<file path="src/rtl/alu_share_ctrl.sv">
// Two-requester arbiter in front of one shared 4-bit ALU.
// Ports: clk/rst, req0_*/req1_* (valid, a, b, op, ready), resp_* (valid, ready,
// id, result, cout, zero, err), ops_done (completed-response counter).
module alu_share_ctrl (
   input  logic       clk,
   input  logic       rst,
   input  logic       req0_valid,
   input  logic [3:0] req0_a,
   input  logic [3:0] req0_b,
   input  logic [2:0] req0_op,
   output logic       req0_ready,
   input  logic       req1_valid,
   input  logic [3:0] req1_a,
   input  logic [3:0] req1_b,
   input  logic [2:0] req1_op,
   output logic       req1_ready,
   output logic       resp_valid,
   input  logic       resp_ready,
   output logic       resp_id,
   output logic [3:0] resp_result,
   output logic       resp_cout,
   output logic       resp_zero,
   output logic       resp_err,
   output logic [7:0] ops_done
);

   typedef enum logic [1:0] {
      IDLE,
      EXEC,
      RESP
   } state_t;

   state_t     state;
   state_t     state_nx;

   // 1 when requester 1 held the most recent grant, so requester 0
   // wins the next contention.
   logic       last;
   logic       gnt0;
   logic       gnt1;

   logic [3:0] a_q;
   logic [3:0] b_q;
   logic [2:0] op_q;
   logic       id_q;

   logic [4:0] alu;
   logic       alu_err;

   always_comb begin
      state_nx = state;
      gnt0     = 1'b0;
      gnt1     = 1'b0;
      unique case (state)
         IDLE: begin
            if (!rst) begin
               if (req0_valid && (!req1_valid || last))
                  gnt0 = 1'b1;
               else if (req1_valid)
                  gnt1 = 1'b1;
            end
            if (gnt0 || gnt1)
               state_nx = EXEC;
         end
         EXEC: state_nx = RESP;
         RESP: begin
            if (resp_ready)
               state_nx = IDLE;
         end
         default: state_nx = IDLE;
      endcase
   end

   assign req0_ready = gnt0;
   assign req1_ready = gnt1;
   assign resp_valid = (state == RESP);

   // Bit 4 is the carry for add and the borrow for sub.
   always_comb begin
      alu     = 5'd0;
      alu_err = 1'b0;
      case (op_q)
         3'b000: alu = {1'b0, a_q} + {1'b0, b_q};
         3'b001: alu = {1'b0, a_q} - {1'b0, b_q};
         3'b010: alu = {1'b0, a_q & b_q};
         3'b011: alu = {1'b0, a_q | b_q};
         3'b100: alu = {1'b0, a_q ^ b_q};
         default: alu_err = 1'b1;
      endcase
   end

   always_ff @(posedge clk) begin
      if (rst) begin
         state       <= IDLE;
         last        <= 1'b1;
         resp_id     <= 1'b0;
         resp_result <= 4'd0;
         resp_cout   <= 1'b0;
         resp_zero   <= 1'b0;
         resp_err    <= 1'b0;
         ops_done    <= 8'd0;
      end else begin
         state <= state_nx;
         if (gnt0 || gnt1) begin
            a_q  <= gnt1 ? req1_a  : req0_a;
            b_q  <= gnt1 ? req1_b  : req0_b;
            op_q <= gnt1 ? req1_op : req0_op;
            id_q <= gnt1;
            last <= gnt1;
         end
         if (state == EXEC) begin
            resp_id     <= id_q;
            resp_result <= alu[3:0];
            resp_cout   <= alu[4];
            resp_zero   <= (alu[3:0] == 4'd0);
            resp_err    <= alu_err;
         end
         if (state == RESP && resp_ready)
            ops_done <= ops_done + 8'd1;
      end
   end

endmodule

</file>
<file path="config.mk">
export PLATFORM = sky130hd
export DESIGN_NAME = alu_share_ctrl
export DESIGN_NICKNAME = d
export VERILOG_FILES = /design/src/rtl/alu_share_ctrl.sv
export SDC_FILE = /design/constraint.sdc
export NUM_CORES = 1
export LEC_CHECK = 0
export BUFFER_PORTS_ARGS = -buffer_cell sky130_fd_sc_hd__buf_4
export CORE_UTILIZATION = 30
export DETAILED_ROUTE_END_ITERATION = 16
export PLACE_DENSITY = 0.62
export SLEW_MARGIN = 10
export SYNTH_ARGS = -nofsm -noshare
export SYNTH_HDL_FRONTEND = slang
export SYNTH_SLANG_ARGS = --single-unit
</file>
<file path="constraint.sdc">
create_clock -name clk -period 2.1 [get_ports clk]
set_input_delay 0.42 -clock clk [delete_from_list [all_inputs] [get_ports clk]]
set_output_delay 0.42 -clock clk [all_outputs]
set_load 0.01 [all_outputs]
</file>
=== Yosys cells after proc, flatten, opt, wreduce, memory -nomap -nowiden ===
Cells that the tools add are included.

* Output and inout port bits: 19
* Logic and storage cells: 56
* Bits of input ports: 27
* Flip-flop bits (word level): 31

* Bitwise gates (word level): 4
* $add $sub $neg: 3
* Reductions and logical operators: 12
* Muxes and demuxes: 17
* Equal/unequal tests: 8

{| class="wikitable"
|+ Operator list
! kind !! number
|-
| $pmux W5 S5 || 1
|-
| $mux W1 || 10
|-
| $add A8 B1 Y8 const B || 1
|-
| $mux W4 || 2
|-
| $eq A3 B2 Y1 const B || 2
|-
| $pmux W2 S3 || 1
|-
| $add A4 B4 Y5 || 1
|-
| $reduce_or A5 Y1 || 1
|-
| $sub A4 B4 Y5 || 1
|-
| $and A4 B4 Y4 || 1
|-
| $logic_not A4 Y1 || 1
|-
| $mux W2 || 2
|-
| $or A4 B4 Y4 || 1
|-
| $reduce_and A2 Y1 || 2
|-
| $xor A4 B4 Y4 || 1
|-
| $eq A3 B1 Y1 const B || 1
|-
| $eq A3 B3 Y1 const B || 1
|-
| $logic_not A3 Y1 || 1
|-
| $logic_or A1 B1 Y1 || 3
|-
| $mux W3 || 1
|-
| $eq A2 B1 Y1 const B || 1
|-
| $eq A2 B2 Y1 const B || 1
|-
| $logic_and A1 B1 Y1 || 2
|-
| $logic_not A2 Y1 || 1
|-
| other kinds (4) || 4
|}

=== Logic depth before layout (Yosys ltp) ===
* Depth in word-level cells: 9
* Depth in mapped cells: 10
* Mapped depth without buffers: 10

=== Worst setup path after synthesis ===
No wires, ideal clock.

* Path type: reg-to-reg
* Start point: reg op_q[2]
* End point: reg resp_cout
* Data arrival time: 2.044 ns
* Required time: 2.030 ns
* Stages on the path, launching flop included: 10
* Library setup time: 0.070 ns
* Clock period less this slack: 2.114 ns
* Path buffers: 0
* Slack: -0.014 ns
* Path through: edfxtp_1 > nor2_1 > nand2_1 > mux2i_1 > fa_1 > a21o_1 > a21oi_1 > xor2_1 > nand3_1 > a21oi_1

* Longest elaborated chain between the ends: 2
* Elaborated cells on any way between the ends: 6
* Those cells by class: 4 x eq/ne; 1 x mux; 1 x reduce/logical

{| class="wikitable"
|+ RTL lines
! element !! line !! source
|-
| start, declared || 44 || <nowiki>logic [2:0] op_q;</nowiki>
|-
| start signal, assigned || 107 || <nowiki>op_q <= gnt1 ? req1_op : req0_op;</nowiki>
|-
| $eq A3 B3 Y1 (tied with other cells) || 82 || <nowiki>case (op_q)</nowiki>
|-
| $pmux W5 S5 (*) || 82 ||
|-
| end signal, assigned || 114 || <nowiki>resp_cout <= alu[4];</nowiki>
|-
| end, declared || 21 || <nowiki>output logic resp_cout,</nowiki>
|}

Mark *: on every way between the ends. The rest lies on a longest branch, timed or not.
A chain may end at the register's enable or synchronous reset.

=== Final worst setup path ===
* Start point: reg op_q[1]
* End point: reg resp_zero

* Longest elaborated chain between the ends: 3
* Elaborated cells on any way between the ends: 7
* Those cells by class: 4 x eq/ne; 1 x mux; 2 x reduce/logical

{| class="wikitable"
|+ RTL lines
! element !! line !! source
|-
| $eq A3 B3 Y1 (tied with other cells) || 82 ||
|-
| $pmux W5 S5 (*) || 82 ||
|-
| $logic_not A4 Y1 (*) || 115 || <nowiki>resp_zero <= (alu[3:0] == 4'd0);</nowiki>
|-
| end signal, assigned || 115 ||
|-
| end, declared || 22 || <nowiki>output logic resp_zero,</nowiki>
|}

Marked as above.

==> results.py <==
metrics = {
    "job": {
        "cap_viol_max_count": 0,
    },
    "cts": {
        "cts_tree": "done",
        "cts_sinks": 31,
        "clockBufferDepth": 2,
        "cts_max_level": 2,
        "cts_root_buf": "clkbuf_8",
        "cts_made_buffers": 5,
        "clock_latency_ns": 0.28,
        "clkTransAtPathRegs_ns": 0.07,
    },
    "global_route": {
        "grt_pass1_vias": 1507,
        "gr-total-overflow": 0,
        "grt_pass1_wl_um": 6380,
        "grt_start_max_net_pins": 20,
        "antenna_found_initial": 0,
        "grtUsageTotal_pct": 13.4,
    },
    "timing": {
        "hold_violations": 0,
        "fin_crit_sh_pct": 98.5,
        "setup_tns_ns": 0,
        "grt_setup_unrepaired": "true",
        "max-slew-margin-rel_pct": 73.4,
        "fin_skew_ns": 0.00685,
        "finalMaxSlewViolations": 0,
        "fmax_ghz": 0.483,
        "finalCriticalPeriod_ns": 2.07,
        "setup_viol": 0,
        "worst_pin_slew_ns": 0.396,
    },
    "yosys": {
        "ys_seq_area_share_pct": 42.9,
        "ys_warn_count": 0,
        "syn_area_per_cell_um2": 8.90,
        "syn-num-nets": 236,
        "synth_edf_count": 12,
        "syn_area_mm2": 0.00173,
        "synth_cell_types": 37,
        "ys_ff_latch": 31,
        "syn_inst": 194,
        "async_flop_share_pct": 0,
        "synth_flop_cell": "dfxtp_1",
    },
    "floorplanning": {
        "initial_core_util_pct": 31.2,
        "pin_count": 46,
        "num_rows": 27,
        "dieArea_mm2": 0.00606,
        "core_mm2": 0.00554,
        "die_y_um": 77.9,
        "die_x_um": 77.9,
    },
    "power": {
        "peakVddDrop_mv": 0.303,
        "p_per_area_mw_per_mm2": 673,
        "p_sw_w": 0.000434,
        "switching_share_pct": 26.5,
        "power_frac_clock_pct": 33.9,
        "p_seq_share_pct": 42.5,
        "p_leak_nw": 1.13,
        "comb_power_share_pct": 23.6,
        "p_int_w": 0.00121,
    },
    "run_status": {
        "status": "completed",
    },
    "cells_and_area": {
        "diodes": 0,
        "nets": 298,
        "layout_commonest_cell": "buf_4",
        "drive_gt1_share_pct": 34.2,
        "layout_common_cells": "61 x buf_4, 40 x nand2_1, 19 x nor2_1, 19 x dfxtp_1, 13 x ha_1",
        "syn2layout_area_growth_pct": 41.0,
        "stdcell_count": 329,
    },
    "drt": {
        "antenna_left": 0,
        "vias_per_cell": 4.54,
        "wire_per_inst_um": 11.0,
        "drtPass1Iterations": 6,
        "drt_iter0_drc": 61,
        "vias": 1495,
        "wl_um": 3620,
        "drc": 0,
    },
    "worst_setup_path": {
        "crit_path_start_kind": "flop",
        "path_class": "reg -> reg",
        "crit_required_ns": 2.28,
        "cp_data_arrival_time_ns": 2.25,
        "cp-end-kind": "flop",
        "crit_fanout": 3,
    },
    "hold_path": {
        "holdCritPathClass": "in -> reg",
    },
    "place": {
        "dp_hpwl_um": 2690,
        "gp_congestion": 0.868,
        "placed_cells": 316,
        "port_buffers": 45,
    },
}
## power by group through the flow
stage	combinational, W	sequential, W	clock, W
CTS	0.000359	0.000697	0.000574
global route	0.000437	0.000702	0.000602
floorplan	0.000193	0.000711	0
global placement	0.000326	0.000707	0
finish	0.000386	0.000697	0.000556
detailed placement	0.000332	0.000708	0
## repair_timing
item                                    CTS  global route
buffers inserted                          2             3
pin swaps                                 6            14
hold buffers                              0             0
endpoints found under the setup margin    4             5
resized for setup                        10             8
## final cells by class
| cell class | instances | area (µm²) |
|---|---|---|
| well taps | 72 | 90.1 |
| repair buffers | 62 | 469 |
| fillers | 562 | 3110 |
| clock buffers | 7 | 108 |
| multi-input cells | 143 | 973 |
| flip-flops and latches | 31 | 741 |
| inverters | 13 | 48.8 |
| clock inverters | 1 | 5.00 |
## Yosys cell counts (2+ instances only)
library cell   n  share of area [%]
nand2_1       41                8.9
nor2_1        20                4.3
dfxtp_1       19                 22
ha_1          14                 10
inv_1         13                2.8
edfxtp_1      12                 21
a21oi_1        7                2.0
o21ai_0        7                2.0
xor2_1         7                3.6
xnor2_1        5                2.5
a31oi_1        4                1.4
mux2i_1        4                2.3
nand2b_1       4                1.4
clkbuf_1       3               0.65
nor3_1         3               0.87
a211oi_1       2               0.87
a21o_1         2               0.87
and3_1         2               0.72
buf_4          2               0.87
nand3_1        2               0.58
nand3_2        2                1.2
nand4_1        2               0.72
nor3b_1        2               0.87
o21a_1         2               0.87
## routing by layer
layer	track usage [%]	wire length [µm]	part of all wire, %
met1	15.8	1610	45
met2	21.6	1700	47
met3	4.00	185	5.1
met4	7.74	117	3.2
met5	0	0	0
## kinds of logic (layout without fill, tap and decap cells)
kind of cell             after synthesis  count (layout)  share of synthesized area (%)
adder cells (fa/ha/maj)               15              15                           11.3
flip-flops                            31              31                           42.9
XOR/XNOR                              12              12                           6.09
AND/OR/NAND/NOR                       83              83                           22.0
AO/OA/AOI/OAI                         29              29                           10.6
multiplexers                           4               4                           2.32
buffers and inverters                 20              83                           4.85
## state kept, by name, summed over array words and instances, names as in the netlist
signal and cells:
resp_cout 1, resp_id 1, last 1, op_q 3
b_q 4, resp_zero 1, a_q 4, resp_err 1
id_q 1, state 2, resp_result 4, ops_done 8
## critical path, stage by stage (launching register included)
cell and delay, ns:
edfxtp_1 0.43, nor2_4 0.17, nand2_2 0.10, mux2i_4 0.21, fa_2 0.35, xor2_1 0.14, o21ai_1 0.08, o22a_1 0.25
a41o_1 0.24
## per-stage QoR
step	util, %	area, µm²	worst slack (ns)	hold slack, ns	power, W
3_5_place_dp	39.9	2210	-0.0673	0.475	0.00104
4_1_cts	42.9	2380	0.000559	0.363	0.00163
5_1_grt	43.9	2430	-0.0873	0.369	0.00174
2_1_floorplan	-	1730	0.0327	0.471	0.000904
6_report	43.9	2430	0.0305	0.370	0.00164
3_3_place_gp	39.9	2210	-0.0556	0.457	0.00103
## final timing paths
check                           startpoint         to  slack, ns  cells past startpoint
worst max-delay path               op_q[1]  resp_zero       0.03                      8
worst min-delay path            req0_valid   state[0]       0.37                      2
worst max register to register     op_q[1]  resp_zero       0.03                      8
worst min register to register     resp_id    resp_id       0.48                      2
Power figures use the tool's default switching activity.
